--- src/rtl/pa_ram_loader.sv ---
// pa_ram_loader: write sequencer for the 16-bank packed-activation/weight RAM.
// Accepts a valid/ready stream of words and issues one registered RAM write
// per accepted word, filling bank 0 first, then bank 1, and so on.
//
// Ports:
//   clk, rst_n            clock, asynchronous active-low reset
//   start                 one-cycle pulse, begins a load with cfg_* values
//   abort                 cancels a load in progress (no done pulse)
//   cfg_words_per_bank    words per bank, 1..512
//   cfg_num_banks         banks to fill, 1..16
//   in_valid/in_data      stream input
//   in_ready              high while loading (decoded from state only)
//   ram_addr/data/we      registered RAM write port, addr = {bank, word}
//   busy                  high in LOAD
//   done                  one-cycle pulse at load completion
//   cfg_err               sticky, set when a load starts with a zero config field
module pa_ram_loader #(
  parameter int unsigned BANK_BITS  = 4,
  parameter int unsigned WORD_BITS  = 9,
  parameter int unsigned ADDR_WIDTH = BANK_BITS + WORD_BITS,
  parameter int unsigned DATA_WIDTH = 32
) (
  input  logic                  clk,
  input  logic                  rst_n,
  input  logic                  start,
  input  logic                  abort,
  input  logic [WORD_BITS:0]    cfg_words_per_bank,
  input  logic [BANK_BITS:0]    cfg_num_banks,
  input  logic                  in_valid,
  input  logic [DATA_WIDTH-1:0] in_data,
  output logic                  in_ready,
  output logic [ADDR_WIDTH-1:0] ram_addr,
  output logic [DATA_WIDTH-1:0] ram_data,
  output logic                  ram_we,
  output logic                  busy,
  output logic                  done,
  output logic                  cfg_err
);

  localparam int unsigned WPB_W = WORD_BITS + 1;
  localparam int unsigned NB_W  = BANK_BITS + 1;

  typedef enum logic [1:0] {
    S_IDLE = 2'd0,
    S_LOAD = 2'd1,
    S_FIN  = 2'd2
  } state_t;

  state_t                r_state, w_state_nxt;
  logic [WPB_W-1:0]      r_wpb, w_wpb_nxt;
  logic [NB_W-1:0]       r_nb, w_nb_nxt;
  logic [WORD_BITS-1:0]  r_word, w_word_nxt;
  logic [BANK_BITS-1:0]  r_bank, w_bank_nxt;
  logic [ADDR_WIDTH-1:0] r_addr, w_addr_nxt;
  logic [DATA_WIDTH-1:0] r_data, w_data_nxt;
  logic                  r_we, w_we_nxt;
  logic                  r_busy, w_busy_nxt;
  logic                  r_done, w_done_nxt;
  logic                  r_cfg_err, w_cfg_err_nxt;

  logic                  w_accept;
  logic                  w_last_word;
  logic                  w_last_bank;

  // Ready depends on state only so upstream never sees a valid->ready path.
  assign in_ready = (r_state == S_LOAD);
  assign w_accept = in_valid && (r_state == S_LOAD);

  // Zero-extended word index compared against the 10-bit latched count so
  // wpb=512 terminates at word 511 without overflow.
  assign w_last_word = ({1'b0, r_word} == (r_wpb - WPB_W'(1)));
  assign w_last_bank = ({1'b0, r_bank} == (r_nb - NB_W'(1)));

  // State, counters and registered outputs.
  always_ff @(posedge clk or negedge rst_n) begin
    if (!rst_n) begin
      r_state   <= S_IDLE;
      r_wpb     <= '0;
      r_nb      <= '0;
      r_word    <= '0;
      r_bank    <= '0;
      r_addr    <= '0;
      r_data    <= '0;
      r_we      <= 1'b0;
      r_busy    <= 1'b0;
      r_done    <= 1'b0;
      r_cfg_err <= 1'b0;
    end else begin
      r_state   <= w_state_nxt;
      r_wpb     <= w_wpb_nxt;
      r_nb      <= w_nb_nxt;
      r_word    <= w_word_nxt;
      r_bank    <= w_bank_nxt;
      r_addr    <= w_addr_nxt;
      r_data    <= w_data_nxt;
      r_we      <= w_we_nxt;
      r_busy    <= w_busy_nxt;
      r_done    <= w_done_nxt;
      r_cfg_err <= w_cfg_err_nxt;
    end
  end

  // Next-state, counter and output decode.
  always_comb begin
    w_state_nxt   = r_state;
    w_wpb_nxt     = r_wpb;
    w_nb_nxt      = r_nb;
    w_word_nxt    = r_word;
    w_bank_nxt    = r_bank;
    w_addr_nxt    = r_addr;
    w_data_nxt    = r_data;
    w_we_nxt      = 1'b0;
    w_cfg_err_nxt = r_cfg_err;

    case (r_state)
      S_IDLE: begin
        if (start) begin
          if ((cfg_words_per_bank != '0) && (cfg_num_banks != '0)) begin
            w_wpb_nxt     = cfg_words_per_bank;
            w_nb_nxt      = cfg_num_banks;
            w_word_nxt    = '0;
            w_bank_nxt    = '0;
            w_cfg_err_nxt = 1'b0;
            w_state_nxt   = S_LOAD;
          end else begin
            w_cfg_err_nxt = 1'b1;
            w_state_nxt   = S_FIN;
          end
        end
      end

      S_LOAD: begin
        if (w_accept) begin
          w_we_nxt   = 1'b1;
          w_addr_nxt = {r_bank, r_word};
          w_data_nxt = in_data;
          if (w_last_word) begin
            w_word_nxt = '0;
            // Bank holds on the final word so it never wraps to 0.
            if (w_last_bank) begin
              w_state_nxt = S_FIN;
            end else begin
              w_bank_nxt = r_bank + BANK_BITS'(1);
            end
          end else begin
            w_word_nxt = r_word + WORD_BITS'(1);
          end
        end
        // Abort overrides completion; an accepted word is still written.
        if (abort) begin
          w_state_nxt = S_IDLE;
          w_word_nxt  = '0;
          w_bank_nxt  = '0;
        end
      end

      S_FIN: begin
        w_state_nxt = S_IDLE;
      end

      default: begin
        w_state_nxt = S_IDLE;
      end
    endcase

    w_busy_nxt = (w_state_nxt == S_LOAD);
    w_done_nxt = (w_state_nxt == S_FIN);
  end

  assign ram_addr = r_addr;
  assign ram_data = r_data;
  assign ram_we   = r_we;
  assign busy     = r_busy;
  assign done     = r_done;
  assign cfg_err  = r_cfg_err;

endmodule

--- config.mk ---
export PLATFORM = sky130hd
export DESIGN_NAME = pa_ram_loader
export DESIGN_NICKNAME = d
export VERILOG_FILES = /design/src/rtl/pa_ram_loader.sv
export SDC_FILE = /design/constraint.sdc
export NUM_CORES = 1
export LEC_CHECK = 0
export BUFFER_PORTS_ARGS = -buffer_cell sky130_fd_sc_hd__buf_2
export CAP_MARGIN = 30
export CORE_MARGIN = 2
export CORE_UTILIZATION = 25
export DETAILED_ROUTE_END_ITERATION = 6
export MAX_ROUTING_LAYER = met4
export SLEW_MARGIN = 20
export SYNTH_ARGS = -nofsm -noshare
export SYNTH_HDL_FRONTEND = slang
export SYNTH_SLANG_ARGS = --single-unit
--- constraint.sdc ---
create_clock -name clk -period 5.7 [get_ports clk]
set_clock_uncertainty 0.05 [all_clocks]
set_input_delay 1.14 -clock clk [delete_from_list [all_inputs] [get_ports clk]]
set_output_delay 1.14 -clock clk [all_outputs]
set_load 0.01 [all_outputs]
Yosys cells after proc, flatten, opt, wreduce, memory -nomap -nowiden
Cells that the tools add are included.

cells by class
  mux-type cells = 23
  eq/ne operators = 10
  reductions and logical operators = 11
  add/subtract/negate cells = 4

operator list
  operator                                                               count
  9-bit 2-to-1 mux                                                       5
  4-bit 2-to-1 mux                                                       6
  9-bit one-hot mux with 2 select lines                                  1
  2-bit 2-to-1 mux                                                       6
  9-bit by 10-bit == test with 1-bit output                              1
  10-bit nonzero test                                                    1
  10-bit by 1-bit subtractor with 10-bit output (second input constant)  1
  9-bit by 1-bit adder with 9-bit output (second input constant)         1
  4-bit one-hot mux with 2 select lines                                  1
  3-bit by 2-bit != test with 1-bit output (second input constant)       2
  6-bit AND reduction                                                    1
  4-bit by 5-bit == test with 1-bit output                               1
  5-bit nonzero test                                                     1
  5-bit by 1-bit subtractor with 5-bit output (second input constant)    1
  4-bit by 1-bit adder with 4-bit output (second input constant)         1
  2-bit by 1-bit == test with 1-bit output (second input constant)       2
  2-bit != test (second input constant)                                  2
  2-bit one-hot mux with 2 select lines                                  1
  2-bit AND reduction                                                    2
  4-bit AND reduction                                                    1
  1-bit 2-to-1 mux                                                       3
  3-bit != test (second input constant)                                  1
  3-bit AND reduction                                                    1
  2-bit == test (second input constant)                                  1
  3 further kinds                                                        4

word-level totals
  logic and storage cells = 59
  output and inout bits = 50
  flip-flop bits (word level) = 79
  input bits = 52

Depth between registers and ports, before layout
  depth in word-level cells = 8
  mapped depth = 9
  mapped depth without buffers = 8

Worst setup path after synthesis
Ideal clock, no wire load.

  path kind = in2reg
  start = input port cfg_words_per_bank[5]
  end = register r_bank[1]
  arrival time = 2758 ps
  data required time = 5568 ps
  library setup time = 82 ps
  buffers on the path = 1
  setup slack = 2809 ps
  stages on the path = 7
  path through = or4_1 -> nor4_1 -> a211oi_1 -> nor2_1 -> buf_2 -> o21ai_0 -> o22ai_1

between the ends
  longest elaborated chain between the ends = 4

ends and longest elaborated chain
  item                           line  source
  start, declared                27    input logic [WORD_BITS:0] cfg_words_per_bank,
  10-bit nonzero test            118   if ((cfg_words_per_bank != '0) && (cfg_num_banks != '0)) begin
  1-bit logical AND              118
  2-bit != test (no line)        n/a
  6-bit AND reduction (no line)  n/a
  end signal, assigned           93    r_bank <= w_bank_nxt;
  end, declared                  53    logic [BANK_BITS-1:0] r_bank, w_bank_nxt;

Every way passes these cells.
A chain may end at the register's enable or synchronous reset.

Final worst setup path
  start = register r_wpb[0]
  end = register r_word[7]

between the ends
  longest elaborated chain between the ends = 6

ends and longest elaborated chain
  item                                           line  source
  start, declared                                50    logic [WPB_W-1:0] r_wpb, w_wpb_nxt;
  start signal, assigned                         90    r_wpb <= w_wpb_nxt;
  10-bit by 1-bit subtractor with 10-bit output  71    assign w_last_word = ({1'b0, r_word} == (r_wpb - WPB_W'(1)));
  9-bit by 10-bit == test with 1-bit output      71
  9-bit 2-to-1 mux                               137   if (w_last_word) begin
  9-bit 2-to-1 mux                               133   if (w_accept) begin
  9-bit 2-to-1 mux                               150   if (abort) begin
  9-bit one-hot mux with 2 select lines          115   case (r_state)
  end signal, assigned                           92    r_word <= w_word_nxt;
  end, declared                                  52    logic [WORD_BITS-1:0] r_word, w_word_nxt;

Every way passes these cells. The select of a mux whose other input is x is not followed.

==> flow_metrics.env <==
export IMPL_status="complete, no violations"
export IMPL_nFillCells=1451
export IMPL_switchingPower_uw=501
export IMPL_tightest_slew_ns=0.844
export IMPL_diodes=0
export IMPL_yosysUniqueCellTypes=47
export IMPL_met1_usage_pct=14.1
export IMPL_gpl_final_weighted_congestion=0.766
export IMPL_p_seq_share_pct=41.6
export IMPL_antenna_found_initial=0
export IMPL_clock_fmax_ghz=0.313
export IMPL_drt_iter0_drc=90
export IMPL_ys_warnings_count=0
export IMPL_clk_pin_slew_worst_paths_ns=0.06
export IMPL_syn_area_per_cell_um2=12.0
export IMPL_grt_max_degree=47
export IMPL_fin_crit_sh_pct=56.0
export IMPL_finalSetupViolCount=0
export IMPL_power_frac_comb_pct=22.8
export IMPL_grt_pass1_vias=2950
export IMPL_ys_flop_type="dfrtp_1"
export IMPL_insertion_delay_ns=0.34
export IMPL_ctsRootBufferMaster="clkbuf_16"
export IMPL_grt_overflow_total=0
export IMPL_layout_common_cells="buf_2, dfrtp_1, mux2_2, nand2_1, xnor2_1"
export IMPL_core_mm2=0.0144
export IMPL_grt_busiest_layer="met2"
export IMPL_seq_area_mm2=0.00198
export IMPL_utilization_pct=32.8
export IMPL_die_area_mm2=0.0156
export IMPL_dr_pass1_iters=4
export IMPL_postCtsHoldBufs=0
export IMPL_synthesis_area_mm2=0.00365
export IMPL_path_class="flop to flop"
export IMPL_rsz0062_at_grt="no"
export IMPL_cts_path_max_buffers=2
export IMPL_cts_setup_buffers=0
export IMPL_slew_headroom_pct=43.7
export IMPL_grtUsageMet3_pct=4.55
export IMPL_maxCapViolCount=0
export IMPL_io_buffers=101
export IMPL_synth_xor_area_share_pct=4.56
export IMPL_drt_wirelength_per_cell_um=14.7
export IMPL_use_met2_pct=19.6
export IMPL_vias=2758
export IMPL_required_ns=5.87
export IMPL_via_per_inst=4.64
export IMPL_worstSetupStartpoint="r_wpb[0]"
export IMPL_ys_seq_elements=79
export IMPL_synth_adder_area_share_pct=1.37
export IMPL_crit_path_end_kind="flop"
export IMPL_htree_levels=3
export IMPL_synth_mux_area_share_pct=17.6
export IMPL_min_from="ram_addr[1]"
export IMPL_initial_utilization_pct=25.4
export IMPL_synth_edf_count=0
export IMPL_grt_pass1_wl_mm=14.8
export IMPL_yosys_top_cells_area="dfrtp_1, mux2_2, xnor2_1"
export IMPL_fin_nets=461
export IMPL_arrival_ns=3.37
export IMPL_die_h_um=125
export IMPL_holdCritPathClass="flop to flop"
export IMPL_final_common_cell="buf_2"
export IMPL_io_pins=102
export IMPL_grt_total_usage_pct=12.2
export IMPL_multi_input_comb_area_mm2=0.00158
export IMPL_drive_gt1_share_pct=45.6
export IMPL_area_delta_synth_final_pct=29.2
export IMPL_ant_nets=0
export IMPL_hold_depth=1
export IMPL_synth_fp_nets=359
export IMPL_leakage_nw=2.17
export IMPL_synth_compound_area_share_pct=8.68
export IMPL_vdd_drop_max_uv=130
export IMPL_worstPathMaxFanout=13
export IMPL_r2r_start="r_wpb[0]"
export IMPL_drc_errors=0
export IMPL_start_kind="flop"
export IMPL_slew_viol_final=0
export IMPL_power_per_cell_area_mw_per_mm2=374
export IMPL_rows=44
export IMPL_reg2reg_depth=8
export IMPL_finalHoldViolations=0
export IMPL_dpl_hpwl_mm=6.37
export IMPL_synth_seq_area_share_pct=54.2
export IMPL_finalWirelength_mm=8.71
export IMPL_synth_top_family_by_area="multiplexers"
export IMPL_cts_tree="done"
export IMPL_min_period_ns=3.19
export IMPL_p_sw_share_pct=28.4
export IMPL_syn_inst=303
export IMPL_power_internal_mw=1.26
export IMPL_cts_sinks=79
export IMPL_clkPwrFrac_pct=35.6
export IMPL_die_w_um=125
export IMPL_yosysTopAreaCell="dfrtp_1"
export IMPL_cts_resized_gates=0
export IMPL_synth_simple_gate_area_share_pct=10.8
export IMPL_yosys_area_top_type_share_pct=54.2
export IMPL_async_reset_ff_share_pct=100
export IMPL_cts_buffers=9
export IMPL_tns_ns=0
## worst max-delay path, cell delays in order, from the launching register on
cell and delay [ns]:
dfrtp_1 0.43, inv_1 0.10, ha_1 0.26, nor3b_1 0.28, xnor2_1 0.09, or4_1 0.54
a211oi_2 0.68, a21oi_1 0.27, a221o_1 0.37
## cells in the mapped netlist, drive strengths merged, types with 2 or more instances
master   n
or4      4
clkbuf  10
a221o    2
and4b    2
or3      2
nand3    5
a21oi    7
nor3     8
nand4    4
a31oi    5
nor4     3
xnor2   14
a41oi    2
xor2     5
a211oi   5
ha       4
buf      5
nand2   20
and3     2
mux2    56
nor3b    3
inv      9
o32ai    2
o21ai   12
nor2    11
dfrtp   79
or2      4
o22ai    2
nor2b    3
## final cells by class
| type | instances | share of cell area, % |
|---|---|---|
| clock buffers | 11 | 5.15 |
| clock inverters | 5 | 1.67 |
| inverters | 9 | 0.717 |
| multi-input cells | 200 | 33.5 |
| flip-flops and latches | 79 | 42.0 |
| well taps | 184 | 4.89 |
| repair buffers | 106 | 12.1 |
## power by group through the flow
stage	clock (mW)	combinational, mW	sequential, mW
after floorplan	0	0.218	0.765
after global placement	0	0.388	0.739
after detailed placement	0	0.401	0.743
after CTS	0.650	0.403	0.735
after global routing	0.679	0.442	0.752
final	0.627	0.401	0.734
## worst paths after layout
check | end | slack [ns]
min reg2reg | ram_addr[1] | 0.45
max | r_word[7] | 2.51
min | ram_addr[1] | 0.45
max reg2reg | r_word[7] | 2.51
max in group asynchronous | ram_data[18] | 4.22
min in group asynchronous | r_wpb[0] | 0.77
## flip-flops by register name, summed over array words and instances (netlist names), 2 cells and up
register / flops
r_wpb: 10
r_word: 9
r_bank: 4
r_state: 2
ram_data: 32
r_nb: 5
ram_addr: 13
## routing by layer
metal | up-vias | wire (um)
met5 | - | 0
met4 | 0 | 144
met3 | 12 | 597
met2 | 89 | 4310
met1 | 1357 | 3660
li1 | 1300 | -
## metrics by stage
step / hold slack, ns / area, um2 / worst slack [ns] / std cells / power (mW)
after global routing: 0.471 / 4710 / 2.32 / 594 / 1.87
after floorplan: 0.452 / 3650 / 2.81 / 303 / 0.983
final: 0.450 / 4710 / 2.51 / 594 / 1.76
after CTS: 0.452 / 4690 / 2.44 / 592 / 1.79
after detailed placement: 0.438 / 4370 / 2.09 / 576 / 1.14
after global placement: 0.434 / 4330 / 2.19 / 574 / 1.13
## cell families after synthesis
group                    Yosys count
XOR/XNOR                          19
adder cells (fa/ha/maj)            4
flip-flops                        79
buffers and inverters             24
AND/OR/NAND/NOR                   74
multiplexers                      57
AO/OA/AOI/OAI                     46
Note: power is estimated with default switching activity, not from simulation.
